$ cat config.mk
export PLATFORM = sky130hd
export DESIGN_NAME = cnn_layer_accel_job_sequencer_flat
export DESIGN_NICKNAME = d
export VERILOG_FILES = /design/src/rtl/cnn_layer_accel_job_sequencer_if.sv /design/src/rtl/cnn_layer_accel_job_sequencer.sv /design/src/flat_wrapper.sv
export SDC_FILE = /design/constraint.sdc
export NUM_CORES = 1
export LEC_CHECK = 0
export CAP_MARGIN = 5
export CORE_AREA = 5 5 216 218
export CTS_CLUSTER_DIAMETER = 100
export DETAILED_ROUTE_END_ITERATION = 6
export DIE_AREA = 0 0 221 223
export PLACE_DENSITY = 0.46
export SLEW_MARGIN = 20
export SYNTH_ARGS = -nofsm -noshare
export SYNTH_HDL_FRONTEND = slang
export SYNTH_SLANG_ARGS = --single-unit
export TNS_END_PERCENT = 5
$ cat constraint.sdc
create_clock -name clk_if -period 2.03 [get_ports clk_if]
set_input_delay 0.406 -clock clk_if [delete_from_list [all_inputs] [get_ports clk_if]]
set_output_delay 0.406 -clock clk_if [all_outputs]
set_load 0.005 [all_outputs]
$ cat src/rtl/cnn_layer_accel_job_sequencer_if.sv
// Host/quad handshake bundle for the job sequencer.
// Ports: descriptor, host config words, quad config/job channels, status.
interface cnn_layer_accel_job_sequencer_if #(
  parameter int C_CNT_WIDTH = 16
);
  logic                   desc_valid;
  logic                   desc_ready;
  logic [127:0]           desc_params;
  logic [3:0]             desc_num_cfg;
  logic [1:0]             desc_cfg_sel;
  logic                   cfg_word_valid;
  logic                   cfg_word_ready;
  logic [127:0]           cfg_word_data;
  logic [3:0]             config_valid;
  logic [3:0]             config_accept;
  logic [127:0]           config_data;
  logic                   job_start;
  logic                   job_accept;
  logic [127:0]           job_parameters;
  logic                   job_fetch_request;
  logic                   job_fetch_ack;
  logic                   job_fetch_complete;
  logic                   job_complete;
  logic                   job_complete_ack;
  logic                   busy;
  logic                   done_pulse;
  logic [C_CNT_WIDTH-1:0] jobs_done;
  logic                   timeout_err;
  logic [2:0]             err_state;
  logic                   err_clear;

  // Host + quad side.
  modport master (
    output desc_valid, desc_params, desc_num_cfg, desc_cfg_sel,
    output cfg_word_valid, cfg_word_data, config_accept,
    output job_accept, job_fetch_request, job_fetch_complete,
    output job_complete, err_clear,
    input  desc_ready, cfg_word_ready, config_valid, config_data,
    input  job_start, job_parameters, job_fetch_ack,
    input  job_complete_ack, busy, done_pulse, jobs_done,
    input  timeout_err, err_state
  );

  // Sequencer side.
  modport slave (
    input  desc_valid, desc_params, desc_num_cfg, desc_cfg_sel,
    input  cfg_word_valid, cfg_word_data, config_accept,
    input  job_accept, job_fetch_request, job_fetch_complete,
    input  job_complete, err_clear,
    output desc_ready, cfg_word_ready, config_valid, config_data,
    output job_start, job_parameters, job_fetch_ack,
    output job_complete_ack, busy, done_pulse, jobs_done,
    output timeout_err, err_state
  );
endinterface

$ cat src/rtl/cnn_layer_accel_job_sequencer.sv
// One-job-at-a-time sequencer for the cnn_layer_accel_quad ports.
// Ports: clk_if, rst (sync, active-high), bus (slave modport).
module cnn_layer_accel_job_sequencer #(
  parameter int C_TIMEOUT_CYCLES = 65535,
  parameter int C_CNT_WIDTH      = 16
) (
  input logic                           clk_if,
  input logic                           rst,
  cnn_layer_accel_job_sequencer_if.slave bus
);

  typedef enum logic [2:0] {
    S_IDLE   = 3'd0,
    S_CONFIG = 3'd1,
    S_START  = 3'd2,
    S_FETCH  = 3'd3,
    S_RUN    = 3'd4,
    S_ACK    = 3'd5,
    S_ERR    = 3'd6
  } state_t;

  localparam bit WD_EN = (C_TIMEOUT_CYCLES != 0);
  localparam logic [C_CNT_WIDTH-1:0] WD_LAST =
    C_CNT_WIDTH'(C_TIMEOUT_CYCLES - 1);

  state_t                 state_q;
  logic                   desc_ready_q;
  logic                   job_start_q;
  logic                   fetch_ack_q;
  logic                   cpl_ack_q;
  logic                   done_q;
  logic                   terr_q;
  logic [2:0]             err_state_q;
  logic [127:0]           params_q;
  logic [3:0]             cfg_left_q;
  logic [1:0]             sel_q;
  logic [C_CNT_WIDTH-1:0] jobs_q;
  logic [C_CNT_WIDTH-1:0] wd_q;

  logic in_cfg;
  logic xfer;
  logic leave;
  logic waiting;
  logic timeout;

  assign in_cfg = (state_q == S_CONFIG);
  assign xfer   = in_cfg && bus.cfg_word_valid
                  && bus.config_accept[sel_q];

  // Event that ends the current wait state.
  always_comb begin
    leave = 1'b0;
    unique case (state_q)
      S_CONFIG: leave = xfer && (cfg_left_q == 4'd1);
      S_START:  leave = bus.job_accept;
      S_FETCH:  leave = bus.job_complete
                        || bus.job_fetch_complete;
      S_RUN:    leave = bus.job_complete;
      S_ACK:    leave = !bus.job_complete;
      default:  leave = 1'b0;
    endcase
  end

  assign waiting = (state_q != S_IDLE) && (state_q != S_ERR);
  // A handshake finishing on the last allowed cycle beats the watchdog.
  assign timeout = WD_EN && waiting && (wd_q == WD_LAST) && !leave;

  // Config channel is a pure pass-through while streaming.
  assign bus.config_valid = (in_cfg && bus.cfg_word_valid)
                            ? (4'b0001 << sel_q) : 4'b0000;
  assign bus.config_data    = in_cfg ? bus.cfg_word_data : '0;
  assign bus.cfg_word_ready = in_cfg && bus.config_accept[sel_q];

  assign bus.desc_ready       = desc_ready_q;
  assign bus.job_start        = job_start_q;
  assign bus.job_parameters   = params_q;
  assign bus.job_fetch_ack    = fetch_ack_q;
  assign bus.job_complete_ack = cpl_ack_q;
  assign bus.busy             = (state_q != S_IDLE);
  assign bus.done_pulse       = done_q;
  assign bus.jobs_done        = jobs_q;
  assign bus.timeout_err      = terr_q;
  assign bus.err_state        = err_state_q;

  always_ff @(posedge clk_if) begin
    if (rst) begin
      state_q      <= S_IDLE;
      desc_ready_q <= 1'b0;
      job_start_q  <= 1'b0;
      fetch_ack_q  <= 1'b0;
      cpl_ack_q    <= 1'b0;
      done_q       <= 1'b0;
      terr_q       <= 1'b0;
      err_state_q  <= 3'd0;
      params_q     <= '0;
      cfg_left_q   <= 4'd0;
      sel_q        <= 2'd0;
      jobs_q       <= '0;
      wd_q         <= '0;
    end else begin
      done_q       <= 1'b0;
      fetch_ack_q  <= 1'b0;
      desc_ready_q <= 1'b0;
      wd_q         <= waiting ? wd_q + 1'b1 : '0;
      unique case (state_q)
        S_IDLE: begin
          // Ready only after a full cycle in IDLE.
          desc_ready_q <= 1'b1;
          if (bus.desc_valid && desc_ready_q) begin
            desc_ready_q <= 1'b0;
            params_q     <= bus.desc_params;
            cfg_left_q   <= bus.desc_num_cfg;
            sel_q        <= bus.desc_cfg_sel;
            if (bus.desc_num_cfg != 4'd0) begin
              state_q <= S_CONFIG;
            end else begin
              state_q     <= S_START;
              job_start_q <= 1'b1;
            end
          end
        end
        S_CONFIG: begin
          if (xfer) cfg_left_q <= cfg_left_q - 4'd1;
          if (leave) begin
            state_q     <= S_START;
            job_start_q <= 1'b1;
          end
        end
        S_START: begin
          if (leave) begin
            state_q     <= S_FETCH;
            job_start_q <= 1'b0;
          end
        end
        S_FETCH: begin
          fetch_ack_q <= bus.job_fetch_request;
          if (bus.job_complete) begin
            state_q   <= S_ACK;
            cpl_ack_q <= 1'b1;
          end else if (bus.job_fetch_complete) begin
            state_q <= S_RUN;
          end
        end
        S_RUN: begin
          fetch_ack_q <= bus.job_fetch_request;
          if (leave) begin
            state_q   <= S_ACK;
            cpl_ack_q <= 1'b1;
          end
        end
        S_ACK: begin
          if (leave) begin
            state_q   <= S_IDLE;
            cpl_ack_q <= 1'b0;
            done_q    <= 1'b1;
            jobs_q    <= jobs_q + 1'b1;
          end
        end
        S_ERR: begin
          if (bus.err_clear) begin
            state_q <= S_IDLE;
            terr_q  <= 1'b0;
          end
        end
        default: state_q <= S_IDLE;
      endcase
      if (leave) wd_q <= '0;
      if (timeout) begin
        state_q     <= S_ERR;
        err_state_q <= state_q;
        terr_q      <= 1'b1;
        job_start_q <= 1'b0;
        fetch_ack_q <= 1'b0;
        cpl_ack_q   <= 1'b0;
        wd_q        <= '0;
      end
    end
  end

endmodule

$ cat src/flat_wrapper.sv
// flat-port wrapper written by rule: the top's interface ports become plain ports
module cnn_layer_accel_job_sequencer_flat 
#(
  parameter int C_TIMEOUT_CYCLES = 65535,
  parameter int C_CNT_WIDTH      = 16
)
  (clk_if, rst, bus_desc_valid, bus_desc_params, bus_desc_num_cfg, bus_desc_cfg_sel, bus_cfg_word_valid, bus_cfg_word_data, bus_config_accept, bus_job_accept, bus_job_fetch_request, bus_job_fetch_complete, bus_job_complete, bus_err_clear, bus_desc_ready, bus_cfg_word_ready, bus_config_valid, bus_config_data, bus_job_start, bus_job_parameters, bus_job_fetch_ack, bus_job_complete_ack, bus_busy, bus_done_pulse, bus_jobs_done, bus_timeout_err, bus_err_state);
  cnn_layer_accel_job_sequencer_if #(.C_CNT_WIDTH(C_CNT_WIDTH)) bus_i ();
  input logic clk_if;
  input logic rst;
  input wire logic [$bits(bus_i.desc_valid)-1:0] bus_desc_valid;
  input wire logic [$bits(bus_i.desc_params)-1:0] bus_desc_params;
  input wire logic [$bits(bus_i.desc_num_cfg)-1:0] bus_desc_num_cfg;
  input wire logic [$bits(bus_i.desc_cfg_sel)-1:0] bus_desc_cfg_sel;
  input wire logic [$bits(bus_i.cfg_word_valid)-1:0] bus_cfg_word_valid;
  input wire logic [$bits(bus_i.cfg_word_data)-1:0] bus_cfg_word_data;
  input wire logic [$bits(bus_i.config_accept)-1:0] bus_config_accept;
  input wire logic [$bits(bus_i.job_accept)-1:0] bus_job_accept;
  input wire logic [$bits(bus_i.job_fetch_request)-1:0] bus_job_fetch_request;
  input wire logic [$bits(bus_i.job_fetch_complete)-1:0] bus_job_fetch_complete;
  input wire logic [$bits(bus_i.job_complete)-1:0] bus_job_complete;
  input wire logic [$bits(bus_i.err_clear)-1:0] bus_err_clear;
  output wire logic [$bits(bus_i.desc_ready)-1:0] bus_desc_ready;
  output wire logic [$bits(bus_i.cfg_word_ready)-1:0] bus_cfg_word_ready;
  output wire logic [$bits(bus_i.config_valid)-1:0] bus_config_valid;
  output wire logic [$bits(bus_i.config_data)-1:0] bus_config_data;
  output wire logic [$bits(bus_i.job_start)-1:0] bus_job_start;
  output wire logic [$bits(bus_i.job_parameters)-1:0] bus_job_parameters;
  output wire logic [$bits(bus_i.job_fetch_ack)-1:0] bus_job_fetch_ack;
  output wire logic [$bits(bus_i.job_complete_ack)-1:0] bus_job_complete_ack;
  output wire logic [$bits(bus_i.busy)-1:0] bus_busy;
  output wire logic [$bits(bus_i.done_pulse)-1:0] bus_done_pulse;
  output wire logic [$bits(bus_i.jobs_done)-1:0] bus_jobs_done;
  output wire logic [$bits(bus_i.timeout_err)-1:0] bus_timeout_err;
  output wire logic [$bits(bus_i.err_state)-1:0] bus_err_state;
  assign bus_i.desc_valid = bus_desc_valid;
  assign bus_i.desc_params = bus_desc_params;
  assign bus_i.desc_num_cfg = bus_desc_num_cfg;
  assign bus_i.desc_cfg_sel = bus_desc_cfg_sel;
  assign bus_i.cfg_word_valid = bus_cfg_word_valid;
  assign bus_i.cfg_word_data = bus_cfg_word_data;
  assign bus_i.config_accept = bus_config_accept;
  assign bus_i.job_accept = bus_job_accept;
  assign bus_i.job_fetch_request = bus_job_fetch_request;
  assign bus_i.job_fetch_complete = bus_job_fetch_complete;
  assign bus_i.job_complete = bus_job_complete;
  assign bus_i.err_clear = bus_err_clear;
  assign bus_desc_ready = bus_i.desc_ready;
  assign bus_cfg_word_ready = bus_i.cfg_word_ready;
  assign bus_config_valid = bus_i.config_valid;
  assign bus_config_data = bus_i.config_data;
  assign bus_job_start = bus_i.job_start;
  assign bus_job_parameters = bus_i.job_parameters;
  assign bus_job_fetch_ack = bus_i.job_fetch_ack;
  assign bus_job_complete_ack = bus_i.job_complete_ack;
  assign bus_busy = bus_i.busy;
  assign bus_done_pulse = bus_i.done_pulse;
  assign bus_jobs_done = bus_i.jobs_done;
  assign bus_timeout_err = bus_i.timeout_err;
  assign bus_err_state = bus_i.err_state;
  cnn_layer_accel_job_sequencer #(.C_TIMEOUT_CYCLES(C_TIMEOUT_CYCLES), .C_CNT_WIDTH(C_CNT_WIDTH)) u_core (.clk_if(clk_if), .rst(rst), .bus(bus_i));
endmodule
==> results.toml <==
[worst_setup_path]
cp_common_cell = "buf_6"
r2r_start = "u_core.sel_q[0]$_SDFFE_PP0P_"
worstPathRequired_ns = 1.62
reg2regPathDepth = 7
ff2ff_setup_slack_ns = 0
setup.worst_path.end_class = "primary output"
arrival_ns = 1.86
crit_buf_inv = 5
critical_path.cell_chain = "nor3b_4, buf_12, buf_8, buf_6, clkbuf_16, and2_4, buf_6"
critPathMaxStageDelay_ns = 0.34
crit_type = "flop to primary output"
cpMaxStageDelayCell = "dfxtp_2"
critPathMaxFanout = 7
path_delay_family = "buffers and inverters"
rr_endpoint = "u_core.state_q[0]$_SDFFE_PP0P_"
cp-start-kind = "flop"

[synth]
ys.flop_type = "dfxtp_1"
async_reset_ff_share_pct = 0
syn_nets = 1264
ys_top_cells_by_area = "dfxtp_1, nand2_1, and2_1"
synth_area_um2 = 7580
yosys_warnings = 0
synth_seq_area_share_pct = 47.0
synth_top_area_share_pct = 47.0
synthCells = 984
synth-edff-count = 0
synth.distinct_cells = 42
synth.avg_cell_area_um2 = 7.70
ys_ff_latch = 178
yosys.area.top_type = "dfxtp_1"

[clock_tree]
htree_levels = 4
cts-root-buf = "clkbuf_16"
clk_path_buf_depth = 2
cts_sinks = 178
cts_buffers = 17
cts_tree = "done"
clkLatencyLatePin_ns = 0.45
clkTransAtPathRegs_ns = 0.07

[routing]
wl_met3_um = 2860
drt_first_iter_violations = 358
wl_met2_um = 22600
met1_length_um = 14000
wire_per_inst_um = 18.7
first_pass_iters = 4
vias = 8781
totalWireLength_um = 40700
drc = 0
postRouteAntennaNets = 0
routed.top_layer = "met5"
viasPerCell = 4.03

[layout]
drive_above_1_share_pct = 17.8
final_common_cell = "clkdlybuf4s50_1"
final_cell_mix = "clkdlybuf4s50_1, nand2_1, dfxtp_1, a21oi_1, and2_1"
nNetsFinal = 1845
area_delta_synth_final_pct = 97.0

[place]
port_buffers = 561
gp_congestion = 0.840
place_ws_ns = -0.475
hpwlAfterDp_um = 33400

[outcome]
violations = "negative setup slack"
status = "finished, violations left"

[power]
p_leak_uw = 0.00579
power_uw = 15000
ir_drop_uv = 605
powerDensity_nw_per_um2 = 1010

[grt]
grt_max_degree = 70
grt_pass1_wl_um = 57300
gr-total-overflow = 0
grt_pass1_vias = 8618
grt_use_total_pct = 15.4
antenna_found_initial = 2

[sta]
period_minus_slack_ns = 2.26
fin_crit_sh_pct = 112
layout_setup_ws_ns = -0.234
holdWs_ns = 0.343
max_freq_mhz = 442
finalHoldViolCount = 0
rsz0062_at_grt = "yes"
fin_skew_ns = 0.0115
maxSlewHeadroom_pct = 69.2
tightest_slew_ns = 0.457
slew_viol_final = 0
setup-tns-final_ns = -17.01
setup_viol = 134

[floorplan]
initial_utilization_pct = 17.0
die_area_um2 = 49300
core_um2 = 44700
io_pins = 562
die_y_um = 223
rows = 78
die_w_um = 221

[worst_hold_path]
hold-path-cell-count = 2
min_to = "u_core.bus.jobs_done[4]$_SDFFE_PP0P_"
hold_class = "primary input to flop"
hp-start = "rst"

[job]
drv_cap = 0
[cells by family (layout without fill, tap and decap cells)]
group | count (synthesis) | in the layout | share of synthesized area (%)
and+or+nand+nor | 526 | 526 | 32.7
DFF | 178 | 178 | 47.0
AOI/OAI and AO/OA | 167 | 167 | 11.7
buffers and inverters | 78 | 671 | 4.08
xor gates and xnor gates | 28 | 28 | 3.24
adders and majority gates | 5 | 5 | 0.825
muxes | 2 | 2 | 0.429
other | 0 | 2 | 0
[layer usage]
layer  up-vias  GRT usage [%]
li1       4336              -
met1      4054           14.9
met2       342           29.9
met3        47           5.42
met4         2           5.78
met5         -              0
[worst reg2reg max path, delay by kind of cell, from the launching register on]
kind | cells | cell delay [ns]
muxes | 1 | 0.52
DFF | 1 | 0.38
and+or+nand+nor | 3 | 0.46
buffers and inverters | 1 | 0.16
AOI/OAI and AO/OA | 2 | 0.44
[cell usage after synthesis (2+ instances only)]
cell type / count
a21oi_1: 142
nor3b_1: 5
nand4_1: 11
nand3b_1: 3
inv_1: 8
nand3_1: 16
xnor2_1: 10
and3_1: 6
xor2_1: 18
buf_2: 13
dfxtp_1: 178
nand2_1: 283
nand2b_1: 3
buf_1: 3
a31oi_1: 4
a21o_1: 2
or3_1: 3
nor2b_1: 3
nor3_1: 8
ha_1: 5
and4_1: 2
nor2_1: 46
and2_1: 131
clkbuf_1: 54
o21ai_0: 10
[stage by stage]
stage | utilization (%) | cell area (µm²) | std cells
final | 33.4 | 14900 | 2179
after global placement | 31.9 | 14300 | 2133
after floorplan | - | 7580 | 984
after CTS | 33.0 | 14800 | 2165
after global routing | 33.4 | 14900 | 2178
after detailed placement | 31.9 | 14300 | 2133
[repair_timing]
item                                    CTS  global route
cloned                                    0             6
hold buffers                              0             0
resized for setup                       479           129
pin swaps                                11            23
setup buffers                             1            10
endpoints found under the setup margin  161           161
[power breakdown]
group          internal [µW]  switching, µW  leakage (µW)
Clock                   1910           1470      0.000289
Combinational           3990           3390       0.00405
Sequential              4000            283       0.00145
Total                   9900           5130       0.00579
[worst max-delay path by stage]
stage | startpoint | depth (start not counted) | endpoint | slack, ns
floorplan | u_core.state_q[0]$_SDFFE_PP0P_ | 5 | bus_cfg_word_ready | 0.10
global placement | bus_config_accept[3] | 4 | bus_cfg_word_ready | -0.47
detailed placement | bus_config_accept[2] | 4 | bus_cfg_word_ready | -0.48
CTS | u_core.state_q[1]$_SDFFE_PP0P_ | 5 | bus_config_data[0] | -0.59
global route | u_core.state_q[2]$_SDFFE_PP0P_ | 7 | bus_config_data[84] | -0.31
finish | u_core.state_q[2]$_SDFFE_PP0P_ | 7 | bus_config_data[84] | -0.23
[flip-flops by register name, indices dropped and copies added, names as in the netlist]
signal	count
u_core.bus.desc_ready	1
u_core.bus.job_parameters	128
u_core.bus.jobs_done	16
u_core.bus.job_fetch_ack	1
u_core.state_q	3
u_core.bus.job_complete_ack	1
u_core.cfg_left_q	4
u_core.bus.done_pulse	1
u_core.bus.job_start	1
u_core.sel_q	2
u_core.wd_q	16
u_core.bus.err_state	3
u_core.bus.timeout_err	1
[layout make-up]
class | instances | area [µm²]
Antenna cell | 2 | 5.00
Clock buffer | 20 | 467
Clock inverter | 11 | 125
Fill cell | 4842 | 29800
Inverter | 8 | 30.0
Multi-Input combinational cell | 728 | 3850
Sequential cell | 178 | 3570
Tap cell | 600 | 751
Timing Repair Buffer | 632 | 6130
Note: power is estimated with default switching activity, not from simulation.
